### src/rtl/uart_tx_pkg.sv
// Shared types and constants for the UART transmit path.
// Legality limits are common to the transmit and receive sides.
package uart_tx_pkg;

  typedef enum logic [2:0] {
    IDLE,
    START,
    DATA,
    PARITY,
    STOP
  } tx_state_t;

  localparam logic LINE_IDLE = 1'b1;

  localparam int MIN_CLKS_PER_BIT = 2;
  localparam int MIN_DATA_BITS    = 5;
  localparam int MAX_DATA_BITS    = 9;
  localparam int MIN_STOP_BITS    = 1;
  localparam int MAX_STOP_BITS    = 2;

endpackage

### src/rtl/uart_tx_if.sv
// Start/ready handshake between a word producer and the UART transmitter.
interface uart_tx_if #(
  parameter int DATA_BITS = 8
) ();
  logic                 tx_start;
  logic [DATA_BITS-1:0] tx_data;
  logic                 tx_ready;
  logic                 tx_done;

  modport master (output tx_start, output tx_data, input tx_ready, input tx_done);
  modport slave  (input tx_start, input tx_data, output tx_ready, output tx_done);
endinterface

### src/rtl/tx_bit_timer.sv
// Bit-period timer: counts 1..CLKS_PER_BIT while enabled, pulses bit_done on
// the terminal count and reloads to 1 on the following edge.
module tx_bit_timer #(
  parameter int CLKS_PER_BIT = 10
) (
  input  logic clk,
  input  logic n_rst,
  input  logic enable,
  input  logic clear,
  output logic bit_done
);

  localparam int                CNT_W = $clog2(CLKS_PER_BIT + 1);
  localparam logic [CNT_W-1:0]  TC    = CNT_W'(CLKS_PER_BIT);
  localparam logic [CNT_W-1:0]  ONE   = CNT_W'(1);

  logic [CNT_W-1:0] count;

  always_ff @(posedge clk) begin
    if (!n_rst) begin
      count <= '0;
    end else if (clear) begin
      count <= ONE;
    end else if (enable) begin
      count <= (count == TC) ? ONE : count + ONE;
    end
  end

  assign bit_done = enable && (count == TC);

endmodule

### src/rtl/uart_tx_block.sv
// UART transmitter: start bit, data LSB first, optional even parity, stop bit(s).
// Define UART_TX_PARITY_EN to insert the even parity bit between data and stop.
module uart_tx_block
  import uart_tx_pkg::*;
#(
  parameter int CLKS_PER_BIT = 10,
  parameter int DATA_BITS    = 8,
  parameter int STOP_BITS    = 1
) (
  input  logic      clk,
  input  logic      n_rst,
  uart_tx_if.slave  tx_if,
  output logic      serial_out
);

  // state  | meaning
  // IDLE   | line high, tx_ready=1, waiting for tx_start
  // START  | driving the start bit (0)
  // DATA   | shifting payload out LSB first
  // PARITY | driving the even parity bit (UART_TX_PARITY_EN builds only)
  // STOP   | driving STOP_BITS stop bits (1)

  localparam int               IDX_W     = (DATA_BITS > 1) ? $clog2(DATA_BITS) : 1;
  localparam logic [IDX_W-1:0] LAST_IDX  = IDX_W'(DATA_BITS - 1);
  localparam logic             LAST_STOP = (STOP_BITS == 2);

  tx_state_t            state;
  logic [DATA_BITS-1:0] shift_reg;
  logic [IDX_W-1:0]     bit_idx;
  logic                 stop_cnt;
  logic                 tx_ready_q;
  logic                 tx_done_q;
  logic                 bit_done;
`ifdef UART_TX_PARITY_EN
  logic                 parity_bit;
`endif

  tx_bit_timer #(
    .CLKS_PER_BIT (CLKS_PER_BIT)
  ) u_bit_timer (
    .clk      (clk),
    .n_rst    (n_rst),
    .enable   (state != IDLE),
    .clear    (state == IDLE),
    .bit_done (bit_done)
  );

  always_ff @(posedge clk) begin
    if (!n_rst) begin
      state      <= IDLE;
      serial_out <= LINE_IDLE;
      tx_ready_q <= 1'b1;
      tx_done_q  <= 1'b0;
      shift_reg  <= '0;
      bit_idx    <= '0;
      stop_cnt   <= 1'b0;
`ifdef UART_TX_PARITY_EN
      parity_bit <= 1'b0;
`endif
    end else begin
      tx_done_q <= 1'b0;
      case (state)
        IDLE: begin
          if (tx_if.tx_start) begin
            shift_reg  <= tx_if.tx_data;
`ifdef UART_TX_PARITY_EN
            parity_bit <= ^tx_if.tx_data;
`endif
            serial_out <= 1'b0;
            tx_ready_q <= 1'b0;
            state      <= START;
          end
        end
        START: begin
          if (bit_done) begin
            serial_out <= shift_reg[0];
            shift_reg  <= shift_reg >> 1;
            bit_idx    <= '0;
            state      <= DATA;
          end
        end
        DATA: begin
          if (bit_done) begin
            if (bit_idx == LAST_IDX) begin
`ifdef UART_TX_PARITY_EN
              serial_out <= parity_bit;
              state      <= PARITY;
`else
              serial_out <= LINE_IDLE;
              stop_cnt   <= 1'b0;
              state      <= STOP;
`endif
            end else begin
              serial_out <= shift_reg[0];
              shift_reg  <= shift_reg >> 1;
              bit_idx    <= bit_idx + IDX_W'(1);
            end
          end
        end
`ifdef UART_TX_PARITY_EN
        PARITY: begin
          if (bit_done) begin
            serial_out <= LINE_IDLE;
            stop_cnt   <= 1'b0;
            state      <= STOP;
          end
        end
`endif
        STOP: begin
          if (bit_done) begin
            if (stop_cnt == LAST_STOP) begin
              tx_done_q  <= 1'b1;
              tx_ready_q <= 1'b1;
              state      <= IDLE;
            end else begin
              stop_cnt <= 1'b1;
            end
          end
        end
        default: begin
          serial_out <= LINE_IDLE;
          tx_ready_q <= 1'b1;
          state      <= IDLE;
        end
      endcase
    end
  end

  assign tx_if.tx_ready = tx_ready_q;
  assign tx_if.tx_done  = tx_done_q;

endmodule

### src/flat_wrapper.sv
// flat-port wrapper written by rule: the top's interface ports become plain ports
module uart_tx_block_flat import uart_tx_pkg::*;
#(
  parameter int CLKS_PER_BIT = 10,
  parameter int DATA_BITS    = 8,
  parameter int STOP_BITS    = 1
)
  (clk, n_rst, serial_out, tx_if_tx_start, tx_if_tx_data, tx_if_tx_ready, tx_if_tx_done);
  uart_tx_if #(.DATA_BITS(DATA_BITS)) tx_if_i ();
  input  logic clk;
  input  logic n_rst;
  output logic serial_out;
  input wire logic [$bits(tx_if_i.tx_start)-1:0] tx_if_tx_start;
  input wire logic [$bits(tx_if_i.tx_data)-1:0] tx_if_tx_data;
  output wire logic [$bits(tx_if_i.tx_ready)-1:0] tx_if_tx_ready;
  output wire logic [$bits(tx_if_i.tx_done)-1:0] tx_if_tx_done;
  assign tx_if_i.tx_start = tx_if_tx_start;
  assign tx_if_i.tx_data = tx_if_tx_data;
  assign tx_if_tx_ready = tx_if_i.tx_ready;
  assign tx_if_tx_done = tx_if_i.tx_done;
  uart_tx_block #(.CLKS_PER_BIT(CLKS_PER_BIT), .DATA_BITS(DATA_BITS), .STOP_BITS(STOP_BITS)) u_core (.clk(clk), .n_rst(n_rst), .tx_if(tx_if_i), .serial_out(serial_out));
endmodule
### config.mk
export PLATFORM = sky130hd
export DESIGN_NAME = uart_tx_block_flat
export DESIGN_NICKNAME = d
export VERILOG_FILES = /design/src/rtl/uart_tx_pkg.sv /design/src/rtl/uart_tx_if.sv /design/src/rtl/tx_bit_timer.sv /design/src/rtl/uart_tx_block.sv /design/src/flat_wrapper.sv
export SDC_FILE = /design/constraint.sdc
export NUM_CORES = 1
export LEC_CHECK = 0
export CAP_MARGIN = 15
export CORE_MARGIN = 2
export CORE_UTILIZATION = 57
export CTS_BUF_LIST = sky130_fd_sc_hd__clkbuf_16
export DETAILED_ROUTE_END_ITERATION = 7
export PLACE_DENSITY = 0.82
export RECOVER_POWER = 100
export SKIP_LAST_GASP = 1
export SLEW_MARGIN = 20
export SYNTH_ARGS = -nofsm -noshare
export SYNTH_HDL_FRONTEND = slang
export SYNTH_HIERARCHICAL = 1
export SYNTH_SLANG_ARGS = --single-unit
### constraint.sdc
create_clock -name clk -period 4.2 [get_ports clk]
set_input_delay 0.84 -clock clk [delete_from_list [all_inputs] [get_ports clk]]
set_output_delay 0.84 -clock clk [all_outputs]
set_load 0.1 [all_outputs]
Word level (Yosys, flattened, before mapping)
Index checks and enable logic that the tools add are counted.
- output and inout bits: 3
- flip-flop bits (word level): 22
- $add $sub $neg: 2
- muxes and demuxes: 33
- reductions and logical operators: 16
- equal/unequal tests: 12
- bitwise operators: 3
- operators by type and width (cell ; number):
    8-bit 2-to-1 mux ; 4
    3-bit 2-to-1 mux ; 9
    8-bit case mux with 3 select lines ; 1
    4-bit AND reduction ; 4
    1-bit 2-to-1 mux ; 13
    3-bit case mux with 4 select lines ; 1
    2-bit by 1-bit inequality test with 1-bit output (second input constant) ; 4
    3-bit equality test (second input constant) ; 2
    2-bit inequality test (second input constant) ; 3
    3-bit case mux with 2 select lines ; 1
    6-bit AND reduction ; 1
    2-bit nonzero test ; 3
    3-bit nonzero test ; 2
    5-bit AND reduction ; 1
    4-bit by 1-bit adder with 4-bit output (second input constant) ; 1
    4-bit equality test (second input constant) ; 1
    4-bit 2-to-1 mux ; 1
    1-bit case mux with 4 select lines ; 1
    2-bit OR reduction ; 2
    3-bit by 1-bit adder with 3-bit output (second input constant) ; 1
    3-bit by 1-bit equality test with 1-bit output (second input constant) ; 1
    3-bit by 2-bit equality test with 1-bit output (second input constant) ; 1
    3-bit logical NOT ; 1
    1-bit NOT ; 3
    other kinds (4) ; 4

Longest topological paths before layout
Gate-level depths: netlist of run 1.
- depth in word-level cells: 4
- mapped depth: 10
- gate-level depth less buffers: 8

Modules after synthesis
Netlist of run 1, hierarchy kept.
- modules (own cells, without submodules) (module ; instances ; cells each ; area each (um^2)):
    uart_tx_block ; 1 ; 95 ; 868.3
    tx_bit_timer ; 1 ; 22 ; 201.4

Worst setup path after synthesis of run 1
No wires, ideal clock.
- path kind: reg2reg
- start: register u_core.state[1]
- end: register u_core.shift_reg[0]
- arrival time: 2383 ps
- path slack: 1751 ps
- setup time: 66 ps
- data required time: 4134 ps
- path buffers: 2
- stages on the path, launching flop included: 11
- period minus slack after synthesis: 2449 ps
- cell sequence: dfxtp_1 clkbuf_1 nor3_1 inv_1 nand2_1 nor3_1 mux2i_1 o32ai_2 buf_6 o21ai_1 a21oi_2
- cells in the longest elaborated chain, start to end: 4
- elaborated cells between the ends (all ways): 12
- those cells by class: eq/ne (6); mux (1); reduce/logical (5)
- RTL lines (item ; RTL line ; source):
    from (decl) ; uart_tx_block.sv:27 ; tx_state_t state;
    from (signal assigned) ; uart_tx_block.sv:50 ; state <= IDLE;
    from (signal assigned) ; uart_tx_block.sv:71 ; state <= START;
    from (signal assigned) ; uart_tx_block.sv:79 ; state <= DATA;
    3-bit nonzero test * ; uart_tx_block.sv:43 ; .enable (state != IDLE),
    1-bit logical AND * ; tx_bit_timer.sv:29 ; assign bit_done = enable && (count == TC);
    net u_core.bit_done ; uart_tx_block.sv:33 ; logic bit_done;
    2-bit by 1-bit inequality test with 1-bit output (no source line) ; -- ;
    5-bit AND reduction (no source line) * ; -- ;
    to (signal assigned) ; uart_tx_block.sv:65 ; shift_reg <= tx_if.tx_data;
    to (signal assigned) ; uart_tx_block.sv:77 ; shift_reg <= shift_reg >> 1;
    to (signal assigned) ; uart_tx_block.sv:95 ; shift_reg <= shift_reg >> 1;
    to (decl) ; uart_tx_block.sv:28 ; logic [DATA_BITS-1:0] shift_reg;
The timed path passes the listed nets; every way through them passes the cells marked *.
A chain may end at the register's enable or synchronous reset.

Final worst setup path of run 1
- start: register u_core.state[1]
- end: register u_core.shift_reg[2]
Same word-level chain as after synthesis.

==> results of run 1 <==
-- final timing paths --
| check | end | slack [ps] |
|---|---|---|
| max | u_core/shift_reg[2] | 1050 |
| min | u_core/shift_reg[7] | 490 |
| max reg2reg | u_core/shift_reg[2] | 1050 |
| min reg2reg | u_core/shift_reg[7] | 490 |
-- cell type report --
class                      instances  area [um^2]
multi-input combinational         87        606.8
fill                             117        462.9
sequential                        21        420.4
timing repair buffer              13        130.1
clock buffer                       3        75.07
tap                               25        31.28
inverter                           4        15.01
clock inverter                     1        3.754
-- routing by layer --
layer / routed length [um] / vias to the layer above
li1: - / 444
met1: 876 / 409
met2: 1021 / 16
met3: 52 / 4
met4: 31 / 0
met5: 0 / -
-- critical path: stages, from the launching register on --
cell	delay, ps
dfxtp_1	650
nor3_1	170
inv_1	160
nand2_1	110
nor3_1	640
mux2i_1	210
o32ai_2	790
o21ai_0	210
a21oi_2	140
-- power by group --
group	switching (uW)	internal (uW)
Sequential	9.48	210
Clock	65.3	126
Combinational	41.4	30.2
Total	116	367
-- per-stage QoR --
| step | hold slack (ps) | power [uW] |
|---|---|---|
| 6_report | 488.9 | 483.3 |
| 5_1_grt | 533.2 | 505.1 |
| 4_1_cts | 494.7 | 490.8 |
| 3_3_place_gp | 481.8 | 294.6 |
| 2_1_floorplan | 454.3 | 276.7 |
| 3_5_place_dp | 487.1 | 296.2 |
-- layout by cell type (no fill, tap or decap), types with 2 or more instances in the layout --
cell type,Yosys,layout
clkbuf_16,0,3
a21oi_1,13,13
nor3_1,4,4
o211a_1,2,2
nor2b_1,6,6
dlygate4sd3_1,0,4
a22oi_1,2,2
ha_1,2,2
dfxtp_1,21,21
nor2_1,4,4
nand2b_1,7,7
mux2i_1,10,10
nand2_1,4,4
a21oi_2,4,4
clkdlybuf4s50_1,0,9
a21o_1,2,2
o21a_1,2,2
o21ai_0,5,8
inv_1,4,5
-- cell families after synthesis --
logic type               after synthesis
XOR/XNOR                               2
flip-flops                            21
AND/OR/NAND/NOR                       35
buffers and inverters                  9
adder cells (fa/ha/maj)                2
multiplexers                          10
AO/OA/AOI/OAI                         38
==> flow_summary.json, run 1 <==
{
  "fin_cells": 154,
  "fmax_ghz": 0.3171,
  "cts_htree_levels": 1,
  "startpoint": "u_core/state[1]",
  "netlist_instances": 117,
  "setup_ws_ps": 1046,
  "coreArea_um2": 1745,
  "syn_area_per_cell_um2": 9.143,
  "period_share_pct": 75.10,
  "synth-compound-area-share_pct": 23.86,
  "cts.path.max_buffers": 2,
  "synth_area_um2": 1070,
  "worstHoldStart": "u_core/shift_reg[7]",
  "hold_path_depth": 2,
  "grt_use_total_pct": 21.50,
  "vdd_drop_max_v": 0.0002270,
  "post_cts_resized": 0,
  "layout-drive-gt1-share_pct": 9.302,
  "place_inst": 150,
  "post_cts_buffers": 0,
  "cts_made_buffers": 3,
  "synth_area_leaders": "dfxtp_1 39%, mux2i_1 9.4%, a21oi_1 6.1%",
  "largest_reg_flops": 8,
  "worst_pin_slew_ps": 981.8,
  "max-cap-violations": 0,
  "crit_fanout": 16,
  "cts-root-buf": "clkbuf_16",
  "rr_worst_depth": 8,
  "port_buffers": 13,
  "synth_top_area_share_pct": 39.30,
  "grt.overflow.total": 0,
  "yosysWarnings": 6,
  "rsz0062_at_grt": "no",
  "gr-usage-met2_pct": 36.22,
  "vias_per_cell": 5.669,
  "maxSlewViolCount": 0,
  "synth-simple-area-share_pct": 19.53,
  "worst-endpoint-required_ps": 4380,
  "antenna_left": 0,
  "cts_hold_buf": 0,
  "die_x_um": 47.32,
  "grtUsageMet3_pct": 3.846,
  "syn_nets": 130,
  "path_class": "flip-flop to flip-flop",
  "ys.flop_type": "dfxtp_1",
  "grt_pass1_wl_um": 3415,
  "drt_iter0_markers": 12,
  "synthTopCellsByCount": "21 x dfxtp_1, 13 x a21oi_1, 10 x mux2i_1",
  "first_pass_iters": 4,
  "yosysMostFrequentCell": "dfxtp_1",
  "synth_fa_ha_area_share_pct": 2.339,
  "dp_slack_ps": 1120,
  "setup_tns_ps": 0,
  "vias": 873,
  "die_h_um": 47.32,
  "arrival_ps": 3340,
  "end_kind": "flip-flop",
  "routedWlPerCell_um": 12.86,
  "min_period_ps": 3154,
  "synth_area_leader_cell": "dfxtp_1",
  "p_leak_uw": 0.0004678,
  "synthMuxAreaShare_pct": 9.357,
  "grt_max_degree": 20,
  "grtUsageMet1_pct": 25.64,
  "first_global_vias": 832,
  "setup_violations": 0,
  "place.gp.congestion": 0.8060,
  "hold_viol_final": 0,
  "p_per_area_nw_per_um2": 376.8,
  "synth_edf_count": 0,
  "cts_sinks": 21,
  "place_area_um2": 1204,
  "ios": 14,
  "clk_latency_ps": 250,
  "synth_cell_types": 37,
  "dieArea_um2": 2239,
  "cts_tree": "done",
  "hold_path_class": "flip-flop to flip-flop",
  "antenna_found_initial": 0,
  "status": "complete, no violations",
  "final_area_um2": 1282,
  "ys_seq_area_share_pct": 39.30,
  "start_util_pct": 61.29,
  "wirelength_um": 1981,
  "route.detailed.drc": 0,
  "grt.busiest_layer": "met2",
  "dp_hpwl_um": 1314,
  "synthToLayoutAreaGrowth_pct": 19.88,
  "antennaDiodeCount": 0,
  "start_kind": "flip-flop",
  "async_flop_share_pct": 0,
  "fin_util_pct": 73.48,
  "nets": 143,
  "skew_ps": 3.336,
  "clkTransAtPathRegs_ps": 50,
  "synth-seq-cells": 21,
  "num_rows": 15,
  "relSlewSlack_pct": 34.33,
  "synth_xor_area_share_pct": 1.637,
  "synth_top_family_by_area": "compound AO/OA/AOI/OAI gates",
  "worstReg2RegStart": "u_core/state[1]"
}
No activity file was read; power rests on OpenSTA's default activity.
==> run 2: changes to the inputs <==
- CORE_UTILIZATION: 57 -> 48
- PLACE_DENSITY: 0.82 -> 0.74
- clock period: 4.2 -> 2.7 ns (I/O delays scaled with it)
==> run 2 against run 1 <==
Register-to-register slack worse by 660 ps. Total power up 57%. Worst hold slack better by 1.7 ps. Critical path type unchanged. Sequential cell count unchanged. Non-clock buffer count up 4. Combinational power up 63%. Maximum frequency up 36%. Largest cell class unchanged.
==> flow_summary.json, run 2 (synthesis gave the netlist of run 1 again) <==
{
  "status": "complete, no violations",
  "grt_max_degree": 17,
  "cts.path.max_buffers": 2,
  "final_cell_mix": "21 x dfxtp_1, 13 x a21oi_1, 10 x clkdlybuf4s50_1, 10 x mux2i_1",
  "seq_area_um2": 420.4,
  "port_buffers": 13,
  "clkTransAtPathRegs_ps": 60,
  "place_inst": 157,
  "fin_cells": 161,
  "hold_path_depth": 2,
  "mostFrequentLayoutCell": "dfxtp_1",
  "setup_violations": 0,
  "antenna_left": 0,
  "critPathSlowestCell": "dfxtp_1",
  "cts_sinks": 21,
  "crit_chain": "nor3_1, inv_1, nand2_1, nor3_1, buf_4, mux2i_1, o32ai_2, buf_4, nand3b_1, a21boi_0",
  "grt_use_total_pct": 17.77,
  "clk_latency_ps": 250,
  "route.detailed.drc": 0,
  "dp_hpwl_um": 1519,
  "first_global_vias": 824,
  "worst-endpoint-required_ps": 2870,
  "grt.overflow.total": 0,
  "n_fill_cell": 197,
  "final_area_um2": 1292,
  "cts_made_buffers": 3,
  "end_kind": "flip-flop",
  "place.gp.congestion": 0.8414,
  "dieArea_um2": 2622,
  "path_class": "flip-flop to flip-flop",
  "maxSlewViolCount": 0,
  "antenna_found_initial": 0,
  "ios": 14,
  "crit_fanout": 16,
  "p_per_area_nw_per_um2": 588.2,
  "rsz0062_at_grt": "no",
  "cts_htree_levels": 1,
  "relSlewSlack_pct": 22.38,
  "place_area_um2": 1230,
  "hold_path_class": "flip-flop to flip-flop",
  "max-cap-violations": 0,
  "critPathMaxStageDelay_ps": 640,
  "min_period_ps": 2319,
  "setup_ws_ps": 381.4,
  "die_h_um": 51.21,
  "cts_hold_buf": 0,
  "period_share_pct": 85.87,
  "rr_worst_depth": 10,
  "p_leak_uw": 0.0004795,
  "vdd_drop_max_v": 0.0003673,
  "start_kind": "flip-flop",
  "worst_pin_slew_ps": 1169,
  "grt_pass1_wl_um": 3456,
  "fmax_ghz": 0.4313,
  "layout-drive-gt1-share_pct": 11.28,
  "routedWlPerCell_um": 12.88,
  "cts_tree": "done",
  "first_pass_iters": 4,
  "drt_iter0_markers": 7,
  "wirelength_um": 2074,
  "num_rows": 17,
  "vias": 889,
  "post_cts_resized": 0,
  "skew_ps": 1.013,
  "post_cts_buffers": 0,
  "largest_reg_flops": 8,
  "r2r_slack_ps": 380,
  "multi_input_area_um2": 601.8,
  "hold_viol_final": 0,
  "setup_tns_ps": 0,
  "dp_slack_ps": 450.3,
  "nets": 147,
  "start_util_pct": 49.80,
  "arrival_ps": 2490,
  "vias_per_cell": 5.522,
  "coreArea_um2": 2148,
  "die_x_um": 51.21,
  "cts-root-buf": "clkbuf_16",
  "fin_util_pct": 60.16,
  "synthToLayoutAreaGrowth_pct": 20.82,
  "antennaDiodeCount": 0
}
==> run 2: changes by cell type in the layout (fill, tap and decap cells not counted), sizes merged <==
cell,before,now
buf,0,4
dlygate4sd3,4,0
clkbuf,3,6
clkdlybuf4s50,9,10
==> run 2: through the flow <==
| stage | total power [uW] | hold slack (ps) |
|---|---|---|
| global placement | 462.2 | 465.7 |
| CTS | 772.0 | 488.8 |
| finish | 760.3 | 490.6 |
| global route | 792.2 | 504.5 |
| floorplan | 430.4 | 454.3 |
| detailed placement | 465.1 | 481.1 |
==> run 2: layer usage <==
metal | global-route usage [%] | part of all wire [%]
met1 | 20.84 | 44
met2 | 31.82 | 52
met3 | 2.632 | 3.1
met4 | 7.895 | 0.68
met5 | 0 | 0
==> run 2: area by class of cell <==
cell class | instances | share of cell area (%)
Clock buffer | 3 | 5.808
Clock inverter | 1 | 0.2904
Inverter | 4 | 1.162
Multi-Input combinational cell | 87 | 46.56
Sequential cell | 21 | 32.53
Tap cell | 28 | 2.711
Timing Repair Buffer | 17 | 10.94
==> run 2: worst paths after layout <==
check | from | to
worst min register to register | u_core/shift_reg[7] | u_core/shift_reg[7]
worst max register to register | u_core/state[1] | u_core/shift_reg[7]
worst min-delay path | u_core/shift_reg[7] | u_core/shift_reg[7]
worst max-delay path | u_core/state[1] | u_core/shift_reg[7]
==> run 2: critical path, delay by kind of cell, from the launching register on <==
kind / cells / cell delay (ps)
AOI/OAI and AO/OA: 2 / 380
buffers and inverters: 3 / 580
DFF: 1 / 640
muxes: 1 / 90
and+or+nand+nor: 4 / 550
==> run 2: power breakdown <==
| part | switching [uW] | internal (uW) | leakage [uW] |
|---|---|---|---|
| Sequential | 10.4 | 327 | 0.000172 |
| Combinational | 68.4 | 48.6 | 0.000265 |
| Clock | 108 | 197 | 0.0000423 |
| Total | 187 | 573 | 0.000479 |
==> run 3: changes to the inputs <==
- MAX_ROUTING_LAYER: not set -> met4
==> run 3 against run 2 <==
Highest routed layer unchanged. Clock-buffer cell count is the same. Design area down 0.48%. Utilization down 0.29 points. Non-clock buffer count down 1. Combinational power shrank 5%. Critical endpoint unchanged. Worst setup slack better by 20 ps.
==> flow_summary.json, run 3 (synthesis gave the netlist of run 1 again) <==
{
  "vias": 894,
  "arrival_ps": 2480,
  "worstReg2RegStart": "u_core/state[0]",
  "p_leak_uw": 0.0004729,
  "first_pass_iters": 4,
  "p_int_uw": 573.1,
  "ios": 14,
  "fin_util_pct": 59.87,
  "cts_made_buffers": 3,
  "cts_tree": "done",
  "clkTransAtPathRegs_ps": 60,
  "r2r_slack_ps": 400,
  "hold_path_depth": 2,
  "cts-root-buf": "clkbuf_16",
  "start_kind": "flip-flop",
  "max-cap-violations": 0,
  "post_cts_buffers": 0,
  "dp_hpwl_um": 1449,
  "antenna_left": 0,
  "port_buffers": 13,
  "cts_hold_buf": 0,
  "sequentialPowerShare_pct": 44.7,
  "grt_pass1_wl_um": 3498,
  "p_comb_share_pct": 14.5,
  "first_global_vias": 847,
  "largest_reg_flops": 8,
  "grt_max_degree": 17,
  "hold_slack_ps": 486.8,
  "path_class": "flip-flop to flip-flop",
  "antenna_found_initial": 0,
  "antennaDiodeCount": 0,
  "relSlewSlack_pct": 22.55,
  "p_per_area_nw_per_um2": 594.6,
  "clkPwrFrac_pct": 40.8,
  "routedWlPerCell_um": 12.99,
  "p_sw_uw": 191.6,
  "wirelength_um": 2078,
  "status": "complete, no violations",
  "worstHoldStart": "u_core/shift_reg[7]",
  "vias_per_cell": 5.588,
  "rr_worst_depth": 10,
  "min_period_ps": 2298,
  "die_h_um": 51.21,
  "vdd_drop_max_v": 0.0003606,
  "maxSlewViolCount": 0,
  "clk_latency_ps": 250,
  "post_cts_resized": 0,
  "die_x_um": 51.21,
  "setup_tns_ps": 0,
  "layout-drive-gt1-share_pct": 11.36,
  "critPathMaxStageDelay_ps": 650,
  "worst-endpoint-required_ps": 2880,
  "coreArea_um2": 2148,
  "critPathSlowestCell": "dfxtp_1",
  "cts_htree_levels": 1,
  "r2r-end": "u_core/shift_reg[7]",
  "drt_iter0_markers": 17,
  "cts.path.max_buffers": 2,
  "hold_path_end": "u_core/shift_reg[7]",
  "hold_path_class": "flip-flop to flip-flop",
  "skew_ps": 2.772,
  "cts_sinks": 21,
  "place.gp.congestion": 0.8586,
  "start_util_pct": 49.80,
  "hold_viol_final": 0,
  "synthToLayoutAreaGrowth_pct": 20.23,
  "fmax_ghz": 0.4351,
  "route.detailed.drc": 0,
  "nets": 146,
  "crit_fanout": 16,
  "switching_share_pct": 25.06,
  "setup_violations": 0,
  "crit_chain": "nor3_1, inv_1, nand2_1, nor3_1, buf_4, mux2i_1, o32ai_2, buf_4, nand3b_1, a21boi_0",
  "dieArea_um2": 2622,
  "end_kind": "flip-flop",
  "grt_use_total_pct": 18.48,
  "num_rows": 17,
  "n_fill_cell": 203,
  "final_cell_mix": "21 x dfxtp_1, 13 x a21oi_1, 10 x clkdlybuf4s50_1, 10 x mux2i_1",
  "period_share_pct": 85.13,
  "grt.overflow.total": 0,
  "rsz0062_at_grt": "no",
  "worst_pin_slew_ps": 1167,
  "mostFrequentLayoutCell": "dfxtp_1"
}
run 3: cell types whose count changed in the layout (fill, tap and decap cells not counted):
cell | before | now
buf_4 | 4 | 3
clkinv_2 | 0 | 1
inv_1 | 5 | 4
run 3: worst max-delay path by stage:
stage	end	slack [ps]	from
CTS	u_core/shift_reg[7]	390	u_core/state[1]
global placement	u_core/shift_reg[7]	540	u_core/state[1]
finish	u_core/shift_reg[7]	400	u_core/state[0]
floorplan	u_core/shift_reg[0]	250	u_core/state[1]
global route	u_core/shift_reg[7]	240	u_core/state[1]
detailed placement	u_core/shift_reg[7]	450	u_core/state[1]
run 3: power by group through the flow:
stage,Combinational [uW],Sequential (uW),Clock (uW)
2_1_floorplan,62.9,368,0
3_3_place_gp,112,348,0
3_5_place_dp,114,349,0
4_1_cts,115,342,318
5_1_grt,121,344,335
6_report,111,342,312
run 3: worst max-delay path: cells and delay by family (launching register included):
kind / cells / cell delay, ps
multiplexers: 1 / 90
AO/OA/AOI/OAI: 2 / 380
flip-flops: 1 / 650
AND/OR/NAND/NOR: 4 / 540
buffers and inverters: 3 / 570
run 3: metal layers:
metal	part of all wire [%]	global-route usage, %	wire (um)
met2	47	30.52	984
met5	0	-	0
met3	4.3	4.386	90
met4	1.2	9.211	24
met1	47	20.99	979
run 3: area by class of cell:
class	count	area, um^2	area share [%]
Tap cell	28	35.03	2.724
Inverter	4	15.01	1.167
Timing Repair Buffer	16	133.9	10.41
Clock buffer	3	75.07	5.837
Multi-Input combinational cell	87	601.8	46.79
Sequential cell	21	420.4	32.68
Clock inverter	1	5.005	0.3891
run 3: per-stage QoR:
stage               cell area (um^2)  instances  worst slack [ps]  total power, uW
global route                    1286        160             236.7            800.0
floorplan                       1070        117             250.5            430.4
global placement                1222        156             540.8            460.2
finish                          1286        160             401.6            764.8
detailed placement              1222        156             451.8            462.7
CTS                             1303        160             392.8            774.5
